**src/rtl/cpu_pkg.sv**
```systemverilog
// ============================================================================
// cpu_pkg : shared MIPS core types and encodings (control bundle, ALU ops)
// Rev 1.0 : initial release
// ============================================================================
`default_nettype none

package cpu_pkg;

   typedef struct packed {
      logic       reg_write;
      logic       mem_to_reg;
      logic       mem_read;
      logic       mem_write;
      logic       branch;
      logic       alu_src;
      logic [1:0] reg_dst;
      logic [3:0] alu_op;
   } ctrl_t;

   localparam int CTRL_W = 12;

   localparam logic [3:0] ALU_ADD  = 4'h0;
   localparam logic [3:0] ALU_SUB  = 4'h1;
   localparam logic [3:0] ALU_AND  = 4'h2;
   localparam logic [3:0] ALU_OR   = 4'h3;
   localparam logic [3:0] ALU_XOR  = 4'h4;
   localparam logic [3:0] ALU_NOR  = 4'h5;
   localparam logic [3:0] ALU_SLT  = 4'h6;
   localparam logic [3:0] ALU_SLTU = 4'h7;
   localparam logic [3:0] ALU_SLL  = 4'h8;
   localparam logic [3:0] ALU_SRL  = 4'h9;
   localparam logic [3:0] ALU_SRA  = 4'hA;
   localparam logic [3:0] ALU_LUI  = 4'hB;

   localparam logic [1:0] REG_DST_RT = 2'd0;
   localparam logic [1:0] REG_DST_RD = 2'd1;
   localparam logic [1:0] REG_DST_RA = 2'd2;

   localparam logic [4:0] ZERO_REG    = 5'd0;
   localparam ctrl_t      CTRL_BUBBLE = '0;

endpackage

`default_nettype wire

```
**src/rtl/wb_bypass.sv**
```systemverilog
// ============================================================================
// wb_bypass : selects the write-back value when it targets the given register
// Rev 1.0 : initial release
// ============================================================================
`default_nettype none

module wb_bypass
   import cpu_pkg::*;
#(
   parameter int DATA_W = 32,
   parameter int ADDR_W = 5
) (
   input  logic [ADDR_W-1:0] addr_i,
   input  logic [DATA_W-1:0] data_i,
   input  logic              wb_we_i,
   input  logic [ADDR_W-1:0] wb_addr_i,
   input  logic [DATA_W-1:0] wb_data_i,
   output logic [DATA_W-1:0] data_o
);

   logic w_hit;

   // $zero is hard-wired, so a write-back aimed at it must never leak through
   assign w_hit  = wb_we_i && (wb_addr_i != ADDR_W'(ZERO_REG)) && (wb_addr_i == addr_i);
   assign data_o = w_hit ? wb_data_i : data_i;

endmodule

`default_nettype wire

```
**src/rtl/id_ex_stage_reg.sv**
```systemverilog
// ============================================================================
// id_ex_stage_reg : ID/EX pipeline register with stall, flush, WB bypass and
//                   saturating debug counters
// Rev 1.0 : initial release
// ============================================================================
`default_nettype none

module id_ex_stage_reg
   import cpu_pkg::*;
#(
   parameter int DATA_W = 32,
   parameter int ADDR_W = 5,
   parameter int CNT_W  = 16
) (
   input  logic              clk,
   input  logic              rst_n,
   input  logic              id_valid,
   input  logic              stall,
   input  logic              flush,
   input  logic [DATA_W-1:0] id_pc4,
   input  logic [DATA_W-1:0] id_rs_data,
   input  logic [DATA_W-1:0] id_rt_data,
   input  logic [DATA_W-1:0] id_imm,
   input  logic [ADDR_W-1:0] id_rs,
   input  logic [ADDR_W-1:0] id_rt,
   input  logic [ADDR_W-1:0] id_rd,
   input  logic [4:0]        id_shamt,
   input  logic [11:0]       id_ctrl,
   input  logic              wb_we,
   input  logic [ADDR_W-1:0] wb_addr,
   input  logic [DATA_W-1:0] wb_data,
   output logic              ex_valid,
   output logic [DATA_W-1:0] ex_pc4,
   output logic [DATA_W-1:0] ex_rs_data,
   output logic [DATA_W-1:0] ex_rt_data,
   output logic [DATA_W-1:0] ex_imm,
   output logic [ADDR_W-1:0] ex_rs,
   output logic [ADDR_W-1:0] ex_rt,
   output logic [ADDR_W-1:0] ex_rd,
   output logic [4:0]        ex_shamt,
   output logic [11:0]       ex_ctrl,
   output logic [CNT_W-1:0]  stall_cnt,
   output logic [CNT_W-1:0]  flush_cnt
);

   localparam logic [CNT_W-1:0] c_CNT_MAX = '1;

   logic              ex_valid_q,   ex_valid_d;
   logic [DATA_W-1:0] ex_pc4_q,     ex_pc4_d;
   logic [DATA_W-1:0] ex_rs_data_q, ex_rs_data_d;
   logic [DATA_W-1:0] ex_rt_data_q, ex_rt_data_d;
   logic [DATA_W-1:0] ex_imm_q,     ex_imm_d;
   logic [ADDR_W-1:0] ex_rs_q,      ex_rs_d;
   logic [ADDR_W-1:0] ex_rt_q,      ex_rt_d;
   logic [ADDR_W-1:0] ex_rd_q,      ex_rd_d;
   logic [4:0]        ex_shamt_q,   ex_shamt_d;
   ctrl_t             ex_ctrl_q,    ex_ctrl_d;
   logic [CNT_W-1:0]  stall_cnt_q,  stall_cnt_d;
   logic [CNT_W-1:0]  flush_cnt_q,  flush_cnt_d;

   logic [DATA_W-1:0] w_ld_rs_data, w_ld_rt_data;
   logic [DATA_W-1:0] w_hold_rs_data, w_hold_rt_data;
   logic              w_bubble;

   wb_bypass #(.DATA_W(DATA_W), .ADDR_W(ADDR_W)) u_byp_ld_rs (
      .addr_i(id_rs), .data_i(id_rs_data), .wb_we_i(wb_we),
      .wb_addr_i(wb_addr), .wb_data_i(wb_data), .data_o(w_ld_rs_data)
   );

   wb_bypass #(.DATA_W(DATA_W), .ADDR_W(ADDR_W)) u_byp_ld_rt (
      .addr_i(id_rt), .data_i(id_rt_data), .wb_we_i(wb_we),
      .wb_addr_i(wb_addr), .wb_data_i(wb_data), .data_o(w_ld_rt_data)
   );

   wb_bypass #(.DATA_W(DATA_W), .ADDR_W(ADDR_W)) u_byp_hold_rs (
      .addr_i(ex_rs_q), .data_i(ex_rs_data_q), .wb_we_i(wb_we),
      .wb_addr_i(wb_addr), .wb_data_i(wb_data), .data_o(w_hold_rs_data)
   );

   wb_bypass #(.DATA_W(DATA_W), .ADDR_W(ADDR_W)) u_byp_hold_rt (
      .addr_i(ex_rt_q), .data_i(ex_rt_data_q), .wb_we_i(wb_we),
      .wb_addr_i(wb_addr), .wb_data_i(wb_data), .data_o(w_hold_rt_data)
   );

   // An invalid decode slot on a load edge is indistinguishable from a flush
   assign w_bubble = flush || (!stall && !id_valid);

   always_comb begin
      ex_valid_d   = ex_valid_q;
      ex_pc4_d     = ex_pc4_q;
      ex_rs_data_d = ex_rs_data_q;
      ex_rt_data_d = ex_rt_data_q;
      ex_imm_d     = ex_imm_q;
      ex_rs_d      = ex_rs_q;
      ex_rt_d      = ex_rt_q;
      ex_rd_d      = ex_rd_q;
      ex_shamt_d   = ex_shamt_q;
      ex_ctrl_d    = ex_ctrl_q;
      stall_cnt_d  = stall_cnt_q;
      flush_cnt_d  = flush_cnt_q;

      if (w_bubble) begin
         ex_valid_d   = 1'b0;
         ex_pc4_d     = '0;
         ex_rs_data_d = '0;
         ex_rt_data_d = '0;
         ex_imm_d     = '0;
         ex_rs_d      = '0;
         ex_rt_d      = '0;
         ex_rd_d      = '0;
         ex_shamt_d   = '0;
         ex_ctrl_d    = CTRL_BUBBLE;
      end else if (stall) begin
         if (ex_valid_q) begin
            ex_rs_data_d = w_hold_rs_data;
            ex_rt_data_d = w_hold_rt_data;
         end
      end else begin
         ex_valid_d   = 1'b1;
         ex_pc4_d     = id_pc4;
         ex_rs_data_d = w_ld_rs_data;
         ex_rt_data_d = w_ld_rt_data;
         ex_imm_d     = id_imm;
         ex_rs_d      = id_rs;
         ex_rt_d      = id_rt;
         ex_rd_d      = id_rd;
         ex_shamt_d   = id_shamt;
         ex_ctrl_d    = ctrl_t'(id_ctrl);
      end

      if (flush && (flush_cnt_q != c_CNT_MAX)) begin
         flush_cnt_d = flush_cnt_q + 1'b1;
      end
      if (!flush && stall && (stall_cnt_q != c_CNT_MAX)) begin
         stall_cnt_d = stall_cnt_q + 1'b1;
      end
   end

   always_ff @(posedge clk or negedge rst_n) begin
      if (!rst_n) begin
         ex_valid_q   <= 1'b0;
         ex_pc4_q     <= '0;
         ex_rs_data_q <= '0;
         ex_rt_data_q <= '0;
         ex_imm_q     <= '0;
         ex_rs_q      <= '0;
         ex_rt_q      <= '0;
         ex_rd_q      <= '0;
         ex_shamt_q   <= '0;
         ex_ctrl_q    <= CTRL_BUBBLE;
         stall_cnt_q  <= '0;
         flush_cnt_q  <= '0;
      end else begin
         ex_valid_q   <= ex_valid_d;
         ex_pc4_q     <= ex_pc4_d;
         ex_rs_data_q <= ex_rs_data_d;
         ex_rt_data_q <= ex_rt_data_d;
         ex_imm_q     <= ex_imm_d;
         ex_rs_q      <= ex_rs_d;
         ex_rt_q      <= ex_rt_d;
         ex_rd_q      <= ex_rd_d;
         ex_shamt_q   <= ex_shamt_d;
         ex_ctrl_q    <= ex_ctrl_d;
         stall_cnt_q  <= stall_cnt_d;
         flush_cnt_q  <= flush_cnt_d;
      end
   end

   assign ex_valid   = ex_valid_q;
   assign ex_pc4     = ex_pc4_q;
   assign ex_rs_data = ex_rs_data_q;
   assign ex_rt_data = ex_rt_data_q;
   assign ex_imm     = ex_imm_q;
   assign ex_rs      = ex_rs_q;
   assign ex_rt      = ex_rt_q;
   assign ex_rd      = ex_rd_q;
   assign ex_shamt   = ex_shamt_q;
   assign ex_ctrl    = ex_ctrl_q;
   assign stall_cnt  = stall_cnt_q;
   assign flush_cnt  = flush_cnt_q;

endmodule

`default_nettype wire

```
**config.mk**
```make
export PLATFORM = sky130hd
export DESIGN_NAME = id_ex_stage_reg
export DESIGN_NICKNAME = d
export VERILOG_FILES = /design/src/rtl/cpu_pkg.sv /design/src/rtl/wb_bypass.sv /design/src/rtl/id_ex_stage_reg.sv
export SDC_FILE = /design/constraint.sdc
export NUM_CORES = 1
export LEC_CHECK = 0
export ABC_CLOCK_PERIOD_IN_PS = 4000
export CAP_MARGIN = 20
export CORE_AREA = 2 2 153 155
export DETAILED_ROUTE_END_ITERATION = 6
export DIE_AREA = 0 0 155 157
export HOLD_SLACK_MARGIN = 0.05
export PLACE_DENSITY = 0.73
export SKIP_CTS_REPAIR_TIMING = 1
export SYNTH_ARGS = -nofsm -noshare
export SYNTH_HDL_FRONTEND = slang
export SYNTH_SLANG_ARGS = --single-unit
```
**constraint.sdc**
```tcl
create_clock -name clk -period 4 [get_ports clk]
set_clock_uncertainty 0.05 [all_clocks]
set_input_delay 0.4 -clock clk [delete_from_list [all_inputs] [get_ports clk]]
set_output_delay 0.4 -clock clk [all_outputs]
set_load 0.02 [all_outputs]
```
==> results of run 1 <==
worst max-delay path by stage:
stage | startpoint | slack (ns) | endpoint | cells after the start
4_1_cts | wb_addr[0] | 1.45 | ex_rs_data[1] | 6
3_3_place_gp | wb_addr[0] | 1.06 | ex_rs_data[6] | 6
6_report | wb_addr[0] | 1.45 | ex_rs_data[1] | 6
2_1_floorplan | wb_addr[2] | 1.90 | ex_rt_data[0] | 8
5_1_grt | wb_addr[0] | 1.39 | ex_rs_data[0] | 6
3_5_place_dp | wb_addr[0] | 0.98 | ex_rs_data[1] | 6
cell families after synthesis:
group                      count (synthesis)  synth area share
DFF                                      193             0.588
AOI/OAI and AO/OA                        173             0.159
and+or+nand+nor                          130            0.0739
muxes                                     66            0.0808
xor gates and xnor gates                  50            0.0533
buffers and inverters                     50            0.0422
adders and majority gates                  2           0.00305
sequential cells by signal (all words and copies together) (netlist names):
| name | count |
|---|---|
| ex_valid | 1 |
| ex_ctrl | 12 |
| flush_cnt | 16 |
| ex_rt | 5 |
| ex_rs_data | 32 |
| stall_cnt | 16 |
| ex_rd | 5 |
| ex_shamt | 5 |
| ex_imm | 32 |
| ex_rs | 5 |
| ex_rt_data | 32 |
| ex_pc4 | 32 |
where the power goes:
group | switching [mW] | internal (mW)
Sequential | 0.152 | 2.10
Combinational | 0.530 | 0.579
Clock | 0.821 | 0.985
Total | 1.50 | 3.66
routing by layer:
layer	vias to the layer above	global-route usage
met3	23	0.0752
met2	280	0.378
li1	3149	-
met4	0	0.0582
met5	-	0
met1	3266	0.260
synthesized netlist by cell type, types with 2 or more instances:
library cell / count / area [um^2]
dfrtp_1: 193 / 4830
a22o_1: 96 / 841
nand2_1: 74 / 278
mux2i_1: 64 / 641
o21ai_1: 63 / 315
xnor2_1: 26 / 228
xor2_1: 24 / 210
clkbuf_1: 20 / 75.1
nand3_1: 16 / 80.1
buf_2: 12 / 60.1
nand4_1: 9 / 56.3
buf_12: 7 / 140
nor2_1: 5 / 18.8
nor3_1: 5 / 25.0
and3_1: 4 / 25.0
buf_1: 4 / 15.0
buf_6: 4 / 45.0
nand2b_1: 4 / 25.0
inv_1: 3 / 11.3
nor4_1: 3 / 18.8
a21oi_1: 2 / 10.0
a41o_1: 2 / 20.0
ha_1: 2 / 25.0
mux2_1: 2 / 22.5
nor2b_1: 2 / 12.5
nor3_2: 2 / 20.0
nor3b_1: 2 / 15.0
o21ai_0: 2 / 10.0
final cells by class:
| cell class | count | area [um^2] | area share |
|---|---|---|---|
| clock inverter | 12 | 164 | 0.0127 |
| tap | 285 | 357 | 0.0276 |
| timing repair buffer | 405 | 4030 | 0.313 |
| inverter | 3 | 11.3 | 0.000873 |
| clock buffer | 19 | 453 | 0.0351 |
| antenna | 2 | 5.00 | 0.000388 |
| multi-input combinational | 421 | 3050 | 0.236 |
| sequential | 193 | 4830 | 0.374 |
worst register-to-register path, delay by kind of cell (launching register included):
kind	cells	cell delay, ns
AND/OR/NAND/NOR	4	1.34
flip-flops	1	0.44
XOR/XNOR	1	0.15
through the flow:
step | power, mW | setup slack [ns] | cell area (um^2) | instances | hold WS (ns)
6_report | 5.17 | 1.45 | 12900 | 1340 | -0.0507
2_1_floorplan | 2.75 | 1.90 | 8210 | 664 | 0.0544
3_3_place_gp | 3.39 | 1.06 | 12300 | 1307 | 0.416
5_1_grt | 5.40 | 1.39 | 12900 | 1340 | 0.0821
4_1_cts | 5.23 | 1.45 | 12900 | 1338 | 0.0433
3_5_place_dp | 3.41 | 0.984 | 12300 | 1307 | 0.425
layout by cell type, fill, tap and decap left out, types with 9 or more instances in the layout:
cell type	n
nand3_1	16
o21ai_1	63
xor2_1	24
buf_4	10
xnor2_1	26
mux2i_1	64
dfrtp_1	193
nand2_1	74
clkdlybuf4s50_1	394
clkbuf_16	17
nand4_1	9
a22o_1	96
==> key figures, run 1 <==
Run status
  – Outcome: finished with violations
  – Failing checks: negative hold slack

Yosys
  – Post-synth EDFFs: 0
  – Syn Inst Count: 664
  – Sequential share of the synthesized area: 0.588
  – Mapped Area: 8210 um^2
  – Warnings, synthesis: 0
  – Synth Register Bits: 193
  – Mapped Nets: 869
  – Post-Syn Area per Cell: 12.4 um^2
  – Synth unique cells: 40
  – Async set-or-reset flop fraction in the synthesized netlist: 1.00
  – Main synth FF type: dfrtp_1

Power
  – Leak Pwr: 5.63 nW
  – Peak supply drop: 0.331 mV
  – PD cells: 401 nW/um^2

Setup path
  – Worst Path Max Fanout: 32
  – Crit end category: flop
  – WP buf/inv: 1
  – Reg2Reg Setup Slack: 1.92 ns
  – Reg2reg end: stall_cnt[15]
  – CP top delay family: compound AO/OA/AOI/OAI gates
  – Slowest cell on crit path: a41o_2
  – R2R cell count: 5
  – Max stage delay on crit path: 0.59 ns
  – Worst EP required: 4.27 ns
  – Critical Path AT: 2.82 ns
  – Crit-path cells: clkdlybuf4s50_1 > or4_4 > o21a_4 > a41o_2 > mux2i_1 > o21ai_0
  – CP startpoint kind: primary input
  – Critical register-to-register path startpoint: stall_cnt[7]
  – WS Path Type: primary input to flop

STA
  – Slew margin rel.: 0.298
  – Final Hold Fails: 10
  – Final Max Slew Viols: 0
  – Fin crit period: 2.55 ns
  – RSZ-0062 raised after global routing: no
  – Worst hold slack: -0.0507 ns
  – Final Setup Violations: 0
  – Final period util: 0.637
  – Worst-Margin Slew: 1.05 ns
  – Setup TNS: 0 ns
  – Achievable Freq: 392 MHz

Floorplanning
  – Die area: 24,300 um^2
  – I/O pin count: 396
  – Core area: 22,500 um^2
  – Initial Util: 0.365
  – Core Rows: 55
  – Die width: 155 um
  – Die Y-Extent: 157 um

Min path
  – Worst min-delay path category: primary input to asynchronous set/reset pin

Route
  – Final WL: 27.1 mm
  – Via/cell ratio: 5.01
  – DR WL/cell: 20.2 um
  – WL met3: 2.35 mm
  – DRT Pass-1 Iters: 5
  – Number of DRC markers in iteration 0: 247
  – Final ANT Viol Nets: 0
  – Remaining DRCs: 0
  – Met1 WL: 10.9 mm
  – Highest metal used: met4
  – Met2 wire len: 13.4 mm
  – Vias: 6,718

CTS
  – CTS buffer count: 17
  – CTS tree: yes
  – # clock sinks: 193
  – Root Driver: clkbuf_16
  – Clock slew at reported path FFs: 0.08 ns
  – Max clock buf depth: 2
  – Clk_lat worst skew: 0.42 ns
  – H-tree depth reported by CTS: 4

Finish
  – Fillcell total: 1,917
  – Share of layout cells above drive strength 1: 0.0494
  – Final Util: 0.573
  – Area growth, synth to finish: 57.1%
  – Nets: 1,246

Placed design
  – Final GP Congestion: 0.815
  – Detailed Place HPWL: 19.5 mm
  – IO Port Bufs: 395

Global routing
  – Vias in the first global route: 6,992
  – Total track usage: 0.218
  – First-pass GRT wire length: 40.7 mm
  – Largest net degree at the start of global routing: 103
  – Congestion Overflow GR: 0
  – Initial antenna violation count: 2

Run
  – Max cap viols: 0
Note: power is estimated with default switching activity, not from simulation.
==> run 2, diff against run 1 <==
--- a/config.mk
+++ b/config.mk
@@ -5,13 +5,13 @@
 export SDC_FILE = /design/constraint.sdc
 export NUM_CORES = 1
 export LEC_CHECK = 0
-export ABC_CLOCK_PERIOD_IN_PS = 4000
+export ABC_CLOCK_PERIOD_IN_PS = 2300
 export CAP_MARGIN = 20
-export CORE_AREA = 2 2 153 155
+export CORE_AREA = 2 2 152 154
 export DETAILED_ROUTE_END_ITERATION = 6
-export DIE_AREA = 0 0 155 157
+export DIE_AREA = 0 0 154 156
 export HOLD_SLACK_MARGIN = 0.05
-export PLACE_DENSITY = 0.73
+export PLACE_DENSITY = 0.76
 export SKIP_CTS_REPAIR_TIMING = 1
 export SYNTH_ARGS = -nofsm -noshare
 export SYNTH_HDL_FRONTEND = slang
==> constraint.sdc (replaced) <==
create_clock -name clk -period 2.3 [get_ports clk]
set_clock_uncertainty 0.05 [all_clocks]
set_input_delay 0.23 -clock clk [delete_from_list [all_inputs] [get_ports clk]]
set_output_delay 0.23 -clock clk [all_outputs]
set_load 0.02 [all_outputs]
==> run 2 against run 1 <==
The run now ends clean. Sequential power rose by 74%. Worst setup slack worse by 1.2 ns. Power increased by 75%. Critical path depth up 3. Non-clock buffer count grew 17. Die area decreased by 1.3%. Clock power increased by 74%. Global-route usage up 0.76 points. Combinational power rose by 79%. Routed wire length rose by 2.6%. Cell area increased by 2.3%. Critical path type unchanged. Critical endpoint is now ex_rt_data[3].
==> key figures, run 2 (same netlist as run 1, synthesis figures left out) <==
Floorplanning
  – Core Rows: 55 (unchanged)
  – Die width: 154 um (was 155 um)
  – Core area: 22,400 um^2 (was 22,500 um^2)
  – Die area: 24,000 um^2 (was 24,300 um^2)
  – Die Y-Extent: 156 um (was 157 um)
  – I/O pin count: 396 (unchanged)
  – Initial Util: 0.367 (was 0.365)

STA
  – Final Setup Violations: 0 (unchanged)
  – RSZ-0062 raised after global routing: no (unchanged)
  – Fin crit period: 2.05 ns
  – Final period util: 0.892
  – Worst-Margin Slew: 0.485 ns (was 1.05 ns)
  – Final Hold Fails: 0 (was 10)
  – Worst hold slack: 0.219 ns (was -0.0507 ns)
  – Final Worst Setup Slack: 0.248 ns (was 1.45 ns)
  – Final Max Slew Viols: 0 (unchanged)
  – Achievable Freq: 487 MHz
  – Setup TNS: 0 ns (unchanged)
  – Slew margin rel.: 0.677 (was 0.298)

Setup path
  – Worst Path Max Fanout: 32 (unchanged)
  – Critical register-to-register path startpoint: ex_rt[4] (was stall_cnt[7])
  – CP startpoint kind: primary input (unchanged)
  – Reg2Reg Setup Slack: 0.33 ns (was 1.92 ns)
  – Crit end category: flop (unchanged)
  – Critical Path AT: 2.35 ns (was 2.82 ns)
  – Reg2reg end: ex_rt_data[3] (was stall_cnt[15])
  – Worst EP required: 2.59 ns (was 4.27 ns)
  – WS Path Type: primary input to flop (unchanged)
  – R2R cell count: 7 (was 5)

Route
  – Vias: 6,880 (was 6,718)
  – DR WL/cell: 20.5 um (was 20.2 um)
  – Remaining DRCs: 0 (unchanged)
  – DRT Pass-1 Iters: 4 (was 5)
  – Final ANT Viol Nets: 0 (unchanged)
  – Number of DRC markers in iteration 0: 350 (was 247)
  – Via/cell ratio: 5.07 (was 5.01)
  – Final WL: 27.8 mm (was 27.1 mm)

Finish
  – Multi-input gate area: 3050 um^2 (unchanged)
  – Commonest non-fill, non-tap cell in the layout: clkdlybuf4s50_1 (unchanged)
  – Share of layout cells above drive strength 1: 0.0644 (was 0.0494)
  – Register area: 4830 um^2 (unchanged)
  – Commonest cells after routing, fill and taps aside: 394 x clkdlybuf4s50_1, 193 x dfrtp_1, 96 x a22o_1 (unchanged)
  – Fillcell total: 1,910 (was 1,917)
  – Nets: 1,263 (was 1,246)
  – Final Util: 0.590 (was 0.573)
  – Area growth, synth to finish: 60.7% (was 57.1%)

Global routing
  – Initial antenna violation count: 2 (unchanged)
  – Largest net degree at the start of global routing: 97 (was 103)
  – Vias in the first global route: 7,127 (was 6,992)
  – Congestion Overflow GR: 0 (unchanged)
  – Total track usage: 0.226 (was 0.218)
  – First-pass GRT wire length: 41.5 mm (was 40.7 mm)

CTS
  – Clock slew at reported path FFs: 0.09 ns (was 0.08 ns)
  – CTS tree: yes (unchanged)
  – # clock sinks: 193 (unchanged)
  – Clk_lat worst skew: 0.43 ns (was 0.42 ns)
  – H-tree depth reported by CTS: 4 (unchanged)
  – Max clock buf depth: 2 (unchanged)
  – CTS buffer count: 17 (unchanged)
  – Root Driver: clkbuf_16 (unchanged)

Run status
  – Outcome: finished, final reports clean (was finished with violations)

Min path
  – Worst min-delay path category: primary input to asynchronous set/reset pin (unchanged)

Run
  – Max cap viols: 0 (unchanged)

Placed design
  – Final GP Congestion: 0.844 (was 0.815)
  – Detailed Place HPWL: 20.3 mm (was 19.5 mm)
  – Post-place setup slack: -0.152 ns (was 0.984 ns)
  – IO Port Bufs: 395 (unchanged)

Power
  – PD cells: 686 nW/um^2 (was 401 nW/um^2)
  – Leak Pwr: 5.76 nW (was 5.63 nW)
  – Peak supply drop: 0.413 mV (was 0.331 mV)
-- run 2: per-layer routing --
metal | part of all wire | wire length [um] | track usage | vias to the layer above
li1 | - | - | - | 3180
met1 | 0.38 | 10600 | 0.256 | 3384
met2 | 0.51 | 14200 | 0.399 | 292
met3 | 0.088 | 2450 | 0.0831 | 24
met4 | 0.019 | 539 | 0.0690 | 0
met5 | 0 | 0 | 0 | -
-- run 2: per-stage QoR --
step / std cells / total power, mW / cell area (um^2)
5_1_grt: 1357 / 9.42 / 13200
3_5_place_dp: 1323 / 5.97 / 12500
3_3_place_gp: 1323 / 5.94 / 12500
4_1_cts: 1355 / 9.15 / 13200
2_1_floorplan: 664 / 4.79 / 8210
6_report: 1358 / 9.05 / 13200
-- run 2: worst max path at each step --
| stage | startpoint | endpoint | cells past startpoint |
|---|---|---|---|
| after floorplan | stall_cnt[7] | stall_cnt[15] | 5 |
| after CTS | wb_addr[4] | ex_rt_data[3] | 9 |
| after detailed placement | wb_addr[4] | ex_rt_data[4] | 9 |
| final | wb_addr[4] | ex_rt_data[3] | 9 |
| after global placement | wb_addr[4] | ex_rt_data[16] | 9 |
| after global routing | stall_cnt[7] | stall_cnt[13] | 6 |
-- run 2: cell type report --
| class | count | share of cell area |
|---|---|---|
| timing repair buffer | 422 | 0.326 |
| antenna | 2 | 0.000379 |
| tap | 285 | 0.0270 |
| multi-input combinational | 421 | 0.231 |
| clock buffer | 17 | 0.0322 |
| sequential | 193 | 0.366 |
| inverter | 3 | 0.000853 |
| clock inverter | 15 | 0.0164 |
-- run 2: power breakdown --
part | internal, mW | switching [mW]
Combinational | 1.05 | 0.942
Clock | 1.59 | 1.55
Sequential | 3.65 | 0.258
Total | 6.29 | 2.75
-- run 2: worst max-delay path, cell delays in order --
cell and delay, ns:
clkdlybuf4s50_1 0.50, buf_4 0.21, xor2_1 0.16, nor4_1 0.36, buf_4 0.19, a41oi_4 0.13
nand2b_1 0.21, buf_12 0.18, o21ai_1 0.15
